--- src/rtl/float_to_int.sv ---
`default_nettype none
// ============================================================================
// Module      : float_to_int
// Description : Sequential half-precision float to signed integer decoder.
//               The magnitude is aligned by a one-bit-per-cycle shift FSM
//               behind valid/ready handshakes. Default rounding is truncation
//               toward zero. Defining FLOAT_TO_INT_ROUND_NEAREST_EN selects
//               round-to-nearest, ties-to-even, on right shifts.
// Revision    : 1.0 - initial release
// ============================================================================
module float_to_int #(
  parameter int FLOAT_WIDTH = 16,
  parameter int EXP_WIDTH   = 5,
  parameter int MAN_WIDTH   = 10,
  parameter int INT_WIDTH   = 32
) (
  input  logic                 clk,
  input  logic                 rst_n,
  input  logic                 in_valid,
  output logic                 in_ready,
  input  logic [FLOAT_WIDTH-1:0] float_in,
  output logic                 out_valid,
  input  logic                 out_ready,
  output logic [INT_WIDTH-1:0] int_out,
  output logic                 overflow,
  output logic                 inexact
);

  localparam int BIAS = 2**(EXP_WIDTH-1) - 1;
  // Counter is wide enough for any legal shift distance.
  localparam int KW   = $clog2(INT_WIDTH) + 1;

  localparam logic [INT_WIDTH-1:0] SAT_POS = {1'b0, {(INT_WIDTH-1){1'b1}}};
  localparam logic [INT_WIDTH-1:0] SAT_NEG = {1'b1, {(INT_WIDTH-1){1'b0}}};

  typedef enum logic [1:0] {
    IDLE   = 2'd0,
    SHIFT  = 2'd1,
    FINISH = 2'd2,
    DONE   = 2'd3
  } state_t;

  state_t state, state_nxt;

  // Field split of the incoming float.
  logic                 sign_in;
  logic [EXP_WIDTH-1:0] exp_in;
  logic [MAN_WIDTH-1:0] man_in;
  logic signed [31:0]   unb;

  assign sign_in = float_in[FLOAT_WIDTH-1];
  assign exp_in  = float_in[FLOAT_WIDTH-2 -: EXP_WIDTH];
  assign man_in  = float_in[MAN_WIDTH-1:0];
  assign unb     = $signed({{(32-EXP_WIDTH){1'b0}}, exp_in}) - BIAS;

  // Working registers for one conversion.
  logic                 sign;
  logic [INT_WIDTH-1:0] acc;
  logic [KW-1:0]        k;
  logic                 left;
  logic                 sat;
  logic                 sticky;
`ifdef FLOAT_TO_INT_ROUND_NEAREST_EN
  logic                 guard;
  logic                 load_guard;
`endif

  // Values loaded on the accepting edge.
  logic [INT_WIDTH-1:0] load_acc;
  logic [KW-1:0]        load_k;
  logic                 load_left;
  logic                 load_sat;
  logic                 load_sticky;

  // FINISH-stage results.
  logic [INT_WIDTH-1:0] mag;
  logic [INT_WIDTH-1:0] result;
  logic                 inexact_nxt;

  assign in_ready = (state == IDLE);

  // Classify the input and pick initial accumulator, shift count and direction.
  always_comb begin
    load_acc    = '0;
    load_k      = '0;
    load_left   = 1'b0;
    load_sat    = 1'b0;
    load_sticky = 1'b0;
`ifdef FLOAT_TO_INT_ROUND_NEAREST_EN
    load_guard  = 1'b0;
`endif
    if (exp_in == '0) begin
      // Zero (subnormals flushed): nothing to do.
    end else if (exp_in == '1 || unb >= INT_WIDTH - 1) begin
      load_sat = 1'b1;
    end else if (unb < 0) begin
`ifdef FLOAT_TO_INT_ROUND_NEAREST_EN
      // |x| in [0.5,1): hidden one is the guard bit; smaller values are pure sticky.
      if (unb == -1) begin
        load_guard  = 1'b1;
        load_sticky = |man_in;
      end else begin
        load_sticky = 1'b1;
      end
`else
      load_sticky = 1'b1;
`endif
    end else begin
      load_acc = {{(INT_WIDTH-MAN_WIDTH-1){1'b0}}, 1'b1, man_in};
      if (unb >= MAN_WIDTH) begin
        load_left = 1'b1;
        load_k    = KW'(unb - MAN_WIDTH);
      end else begin
        load_k    = KW'(MAN_WIDTH - unb);
      end
    end
  end

  // Rounding (optional), sign application and saturation select.
  always_comb begin
`ifdef FLOAT_TO_INT_ROUND_NEAREST_EN
    mag         = acc + {{(INT_WIDTH-1){1'b0}}, guard & (sticky | acc[0])};
    inexact_nxt = guard | sticky;
`else
    mag         = acc;
    inexact_nxt = sticky;
`endif
    if (sat)
      result = sign ? SAT_NEG : SAT_POS;
    else
      result = sign ? (~mag + 1'b1) : mag;
  end

  // State register.
  always_ff @(posedge clk or negedge rst_n) begin
    if (!rst_n) state <= IDLE;
    else        state <= state_nxt;
  end

  // Next-state logic.
  always_comb begin
    state_nxt = state;
    case (state)
      IDLE:    if (in_valid) state_nxt = (load_k != '0) ? SHIFT : FINISH;
      SHIFT:   if (k == KW'(1)) state_nxt = FINISH;
      FINISH:  state_nxt = DONE;
      DONE:    if (out_ready) state_nxt = IDLE;
      default: state_nxt = IDLE;
    endcase
  end

  // Datapath: load, shift one bit per cycle, register result, hold until taken.
  always_ff @(posedge clk or negedge rst_n) begin
    if (!rst_n) begin
      sign      <= 1'b0;
      acc       <= '0;
      k         <= '0;
      left      <= 1'b0;
      sat       <= 1'b0;
      sticky    <= 1'b0;
`ifdef FLOAT_TO_INT_ROUND_NEAREST_EN
      guard     <= 1'b0;
`endif
      int_out   <= '0;
      overflow  <= 1'b0;
      inexact   <= 1'b0;
      out_valid <= 1'b0;
    end else begin
      case (state)
        IDLE: begin
          if (in_valid) begin
            sign   <= sign_in;
            acc    <= load_acc;
            k      <= load_k;
            left   <= load_left;
            sat    <= load_sat;
            sticky <= load_sticky;
`ifdef FLOAT_TO_INT_ROUND_NEAREST_EN
            guard  <= load_guard;
`endif
          end
        end
        SHIFT: begin
          if (left) begin
            acc <= acc << 1;
          end else begin
            acc <= acc >> 1;
`ifdef FLOAT_TO_INT_ROUND_NEAREST_EN
            guard  <= acc[0];
            sticky <= sticky | guard;
`else
            sticky <= sticky | acc[0];
`endif
          end
          k <= k - KW'(1);
        end
        FINISH: begin
          int_out   <= result;
          overflow  <= sat;
          inexact   <= inexact_nxt;
          out_valid <= 1'b1;
        end
        DONE: begin
          if (out_ready) out_valid <= 1'b0;
        end
        default: ;
      endcase
    end
  end

endmodule
`default_nettype wire

--- config.mk ---
export PLATFORM = sky130hd
export DESIGN_NAME = float_to_int
export DESIGN_NICKNAME = d
export VERILOG_FILES = /design/src/rtl/float_to_int.sv
export SDC_FILE = /design/constraint.sdc
export NUM_CORES = 1
export LEC_CHECK = 0
export BUFFER_PORTS_ARGS = -buffer_cell sky130_fd_sc_hd__buf_4
export CELL_PAD_IN_SITES_DETAIL_PLACEMENT = 0
export CELL_PAD_IN_SITES_GLOBAL_PLACEMENT = 1
export CORE_MARGIN = 2
export CORE_UTILIZATION = 40
export CTS_BUF_LIST = sky130_fd_sc_hd__clkbuf_16
export DETAILED_ROUTE_END_ITERATION = 12
export GPL_TIMING_DRIVEN = 0
export PLACE_DENSITY_LB_ADDON = 0.1
export SYNTH_ARGS = -nofsm -noshare
export SYNTH_HDL_FRONTEND = slang
export SYNTH_SLANG_ARGS = --single-unit
--- constraint.sdc ---
create_clock -name clk -period 3.6 [get_ports clk]
set_clock_uncertainty 0.15 [all_clocks]
set_input_delay 0 -clock clk [delete_from_list [all_inputs] [get_ports clk]]
set_output_delay 0 -clock clk [all_outputs]
set_load 0.03 [all_outputs]
==> Word level (Yosys, flattened, before mapping) <==
Index checks and enable logic that the tools add are counted.
{ "totals": {"input_bits": 20, "ram_bits": 0, "mem_count": 0, "romBits": 0, "word_cells": 75, "out_inout_bits": 36, "latch_bits": 0, "register_bits": 79} }
{ "classes": {"div": 0, "bitwise": 2, "n_mux": 34, "n_addsub": 5, "n_shift": 0, "n_eq_ne": 9, "order_cmp": 3, "reduce_logical": 11, "mul": 0} }
{ "ops": {"columns": ["op", "count"], "rows": [
  ["2-to-1 mux 32 bit", 6],
  ["case mux 32 bit (2 select lines)", 1],
  ["adder 32 x 1 -> 32 bit (second input constant)", 1],
  ["inverter 32 bit", 1],
  ["2-to-1 mux 6 bit", 5],
  ["2-to-1 mux 11 bit", 2],
  ["2-to-1 mux 1 bit", 12],
  ["case mux 6 bit (2 select lines)", 1],
  ["2-to-1 mux 2 bit", 4],
  ["inequality test 2 bit (second input constant)", 4],
  ["case mux 2 bit (4 select lines)", 1],
  ["equality test 6 x 1 -> 1 bit (second input constant)", 1],
  [">= comparator 6 x 5 -> 1 bit (second input constant)", 1],
  [">= comparator 6 bit (second input constant)", 1],
  ["less-than comparator 6 x 1 -> 1 bit (second input constant)", 1],
  ["AND reduction 2 bit", 3],
  ["AND reduction 3 bit", 2],
  ["nonzero test 6 bit", 1],
  ["subtractor 5 x 4 -> 6 bit (second input constant)", 1],
  ["subtractor 5 x 6 -> 6 bit (first input constant)", 1],
  ["subtractor 6 x 1 -> 6 bit (second input constant)", 1],
  ["subtractor 6 x 5 -> 6 bit (second input constant)", 1],
  ["equality test 5 bit (second input constant)", 1],
  ["logical NOT 5 bit", 1],
  ["other kinds (7)", 10]
]} }

==> Logic depth before layout (Yosys ltp) <==
{ "depth": {"ltp_word": 10, "ltp_mapped": 11, "ltp_nobuf": 10} }

==> Least setup slack after synthesis <==
Ideal clock, no wire load.
{ "synth_timing": {"path_kind": "reg2reg", "start": "reg acc[6]", "end": "reg int_out[28]", "period_less_slack_ns": 2.872, "path_buffers": 1, "required_ns": 3.325, "path_slack_ns": 0.728, "stages_incl_launch_ff": 8, "arrival_ns": 2.597, "setup_ns": 0.125, "path_cell_list": "dfrtp_1 > or4_4 > or4_4 > buf_6 > or4_4 > o211ai_2 > o211ai_1 > mux2_4"} }
{ "synth_between": {"elab_chain_len": 4} }
{ "synth_rtl": {"columns": ["element", "line", "rtl"], "rows": [
  ["from (decl)", "58", "logic [INT_WIDTH-1:0] acc;"],
  ["from (signal assigned)", "173", "acc <= load_acc;"],
  ["from (signal assigned)", "185", "acc <= acc << 1;"],
  ["from (signal assigned)", "187", "acc <= acc >> 1;"],
  ["inverter 32 bit", "131", "result = sign ? (~mag + 1'b1) : mag;"],
  ["adder 32 x 1 -> 32 bit", "131", null],
  ["2-to-1 mux 32 bit", "131", null],
  ["2-to-1 mux 32 bit", "128", "if (sat)"],
  ["to (signal assigned)", "198", "int_out <= result;"],
  ["to (decl)", "24", "output logic [INT_WIDTH-1:0] int_out,"]
]} }
Every way passes these cells.
A chain may end at the register's enable or synchronous reset.

==> Worst setup path after layout <==
{ "layout_timing": {"start": "reg acc[5]", "end": "reg int_out[26]"} }
The elaborated chain is that of the path after synthesis.

==> results.py <==
metrics = {
    "status": {
        "status": "finished, final reports clean",
    },
    "worst_setup_path": {
        "cpMaxStageDelayCell": "nor4_1",
        "cp_max_fo": 9,
        "r2r_start": "acc[5]$_DFFE_PN0P_",
        "cpPeakStageDelay_ns": 0.58,
        "reg2reg_depth": 8,
        "worstPathArrival_ns": 3.21,
        "critPathCaptureType": "register",
        "startpoint_type": "register",
        "crit_required_ns": 3.69,
        "path_cells": "clkbuf_1 -> or4_4 -> or4_4 -> buf_6 -> nor4_1 -> nand3_1 -> a21o_1 -> a31o_2",
        "crit_type": "reg -> reg",
        "r2r-end": "int_out[26]$_DFFE_PN0P_",
        "cp_common_cell": "or4_4",
        "r2r_slack_ns": 0.48,
    },
    "logic_synthesis": {
        "ys.flop_type": "dfrtp_1",
        "synthesis.area_um2": 5160,
        "synthArstFlopShare_pct": 100,
        "synth_cell_types": 61,
        "syn-instance-count": 606,
        "yosysWarnings": 0,
        "synth_edf_count": 0,
        "synth_area_per_cell_um2": 8.52,
        "yosys_register_bits": 79,
        "synth_nets": 643,
        "yosysSeqAreaShare_pct": 38.3,
    },
    "power_and_ir_drop": {
        "power_mw": 5.45,
        "vdd_drop_max_mv": 0.346,
        "p_per_area_nw_per_um2": 877,
        "p_leak_nw": 2.62,
    },
    "sta": {
        "fin_tns_setup_ns": 0,
        "fin_crit_sh_pct": 86.6,
        "fin_crit_ns": 3.12,
        "slew_viol_final": 0,
        "clock.fmax_mhz": 321,
        "fin_hold_ws_ns": 0.0898,
        "rsz0062_at_grt": "false",
        "slew_headroom_pct": 25.7,
        "hold_viol": 0,
        "tightest_slew_ns": 1.11,
        "setup_violations": 0,
        "fin_ws_ns": 0.481,
    },
    "grt": {
        "grt_pass1_wl_um": 24800,
        "grt_max_degree": 80,
        "grt_pass1_vias": 4688,
        "track_usage_pct": 22.6,
        "overflow": 0,
        "antenna_found_initial": 0,
    },
    "routing": {
        "wire_per_inst_um": 17.8,
        "vias": 4813,
        "viasPerCell": 5.58,
        "postRouteAntennaNets": 0,
        "drtIter0Drc": 315,
        "wl_um": 15300,
        "drt_drc_violations_left": 0,
        "first_pass_iters": 4,
    },
    "clocking": {
        "postCtsSetupBuffers": 0,
        "cts.sinks": 79,
        "tritoncts": "done",
        "cts_root_buffer": "clkbuf_16",
        "cts.path.max_buffers": 2,
        "numCtsBuffers": 9,
        "cts.reportedPaths.clkPinSlew_ns": 0.06,
        "cts_max_level": 3,
        "clock_latency_ns": 0.35,
    },
    "floorplanning": {
        "start_util_pct": 40.9,
        "die_y_um": 118,
        "rows": 41,
        "fp.dieArea_um2": 13800,
        "core_area_um2": 12600,
        "dieWidth_um": 118,
        "io_pins": 56,
    },
    "worst_hold_path": {
        "worstHoldPathCells": 3,
        "hold_path_end": "sat$_DFFE_PN0P_",
        "hp-class": "in -> reg",
        "hold_start": "float_in[12]",
    },
    "finish": {
        "syn_to_final_growth_pct": 20.4,
        "layout-drive-gt1-share_pct": 14.2,
        "stdcell_count": 862,
        "final_nets": 722,
        "layout.cells.most_common": "dfrtp_1",
        "final_util_pct": 49.2,
        "layout_common_cells": "79 x dfrtp_1, 57 x nor2_1, 56 x nand2_1",
        "stdcell_area_um2": 6210,
        "n_antenna_cell": 0,
        "nFillCells": 1291,
    },
    "placed_design": {
        "dpl-instance-area_um2": 5780,
        "dp_cells": 831,
        "hpwl_um": 10800,
        "routabilityCongestion": 0.880,
        "place.port_buffers": 53,
        "dp_slack_ns": 0.490,
    },
    "flow_run": {
        "cap_violations": 0,
    },
}
## critical path, delay by kind of cell (launching register included)
kind	cells	cell delay, ns
and+or+nand+nor	4	1.72
AOI/OAI and AO/OA	2	0.42
DFF	1	0.36
buffers and inverters	2	0.36
## layer usage
metal | part of all wire, % | track usage [%] | vias to the layer above | wire length [um]
met2 | 46 | 35.6 | 115 | 7040
met1 | 47 | 30.4 | 2317 | 7260
met4 | 2.5 | 10.2 | 0 | 378
met3 | 4.1 | 3.92 | 23 | 625
met5 | 0 | 0 | - | 0
li1 | - | - | 2358 | -
## layout make-up
cell class	instances	area [um^2]	area share, %
repair buffers	68	548	8.82
flip-flops and latches	79	1980	31.8
well taps	172	215	3.46
plain buffers	49	193	3.10
clock buffers	9	225	3.62
clock inverters	7	63.8	1.03
inverters	39	146	2.36
multi-input cells	439	2850	45.8
## registers in the layout (all words and copies together) (netlist names)
name and cells:
acc 32, inexact 1, inexact_nxt 1, int_out 32, k 6, left 1, out_valid 1, overflow 1
sat 1, sign 1, state 2
## logic make-up (layout without fill, tap and decap cells)
family | count (synthesis) | in the layout | share of synthesized area, %
compound gates | 175 | 175 | 22.4
buf+inv | 88 | 172 | 6.57
mux | 47 | 47 | 9.67
flops | 79 | 79 | 38.3
fa+ha+maj | 17 | 17 | 4.12
simple gates | 191 | 191 | 17.5
xor+xnor | 9 | 9 | 1.53
## worst max-delay path by stage
stage | start | end | depth (start not counted) | slack (ns)
global placement | acc[5]$_DFFE_PN0P_ | int_out[26]$_DFFE_PN0P_ | 8 | 0.51
CTS | acc[6]$_DFFE_PN0P_ | int_out[26]$_DFFE_PN0P_ | 7 | 0.50
floorplan | acc[6]$_DFFE_PN0P_ | int_out[28]$_DFFE_PN0P_ | 7 | 0.73
detailed placement | float_in[11] | acc[0]$_DFFE_PN0P_ | 10 | 0.49
global route | acc[5]$_DFFE_PN0P_ | int_out[24]$_DFFE_PN0P_ | 8 | 0.28
finish | acc[5]$_DFFE_PN0P_ | int_out[26]$_DFFE_PN0P_ | 8 | 0.48
## power by group
group,internal [mW],switching (mW)
Sequential,1.22,0.259
Clock,0.531,0.383
Combinational,1.09,1.97
## Yosys cell counts (3+ instances only)
master	instances	area [um^2]
nor3_1	17	85.1
nand2_1	56	210
a21oi_1	33	165
a21o_1	5	37.5
or4_4	3	33.8
a31oi_1	14	87.6
o211ai_1	4	30.0
xnor2_1	5	43.8
nand2b_1	5	31.3
dfrtp_1	79	1980
mux2i_1	27	270
o311ai_0	6	52.6
clkbuf_1	43	161
nor4_1	7	43.8
o21a_1	5	37.5
a41oi_1	4	35.0
nor2_1	57	214
buf_1	4	15.0
o22ai_1	4	25.0
ha_1	17	213
nand3_1	17	85.1
inv_1	37	139
and3_1	4	25.0
o221ai_1	10	87.6
a211oi_1	3	22.5
or3_1	9	56.3
mux2_2	19	214
a22oi_1	3	22.5
xor2_1	4	35.0
o31ai_1	19	143
o21ai_0	44	220
## repair_timing
action / in CTS / in global routing
hold buffers: 15 / 0
resized for setup: 0 / 0
endpoints found under the hold margin: 96 / 0
No activity file was read; power rests on OpenSTA's default activity.
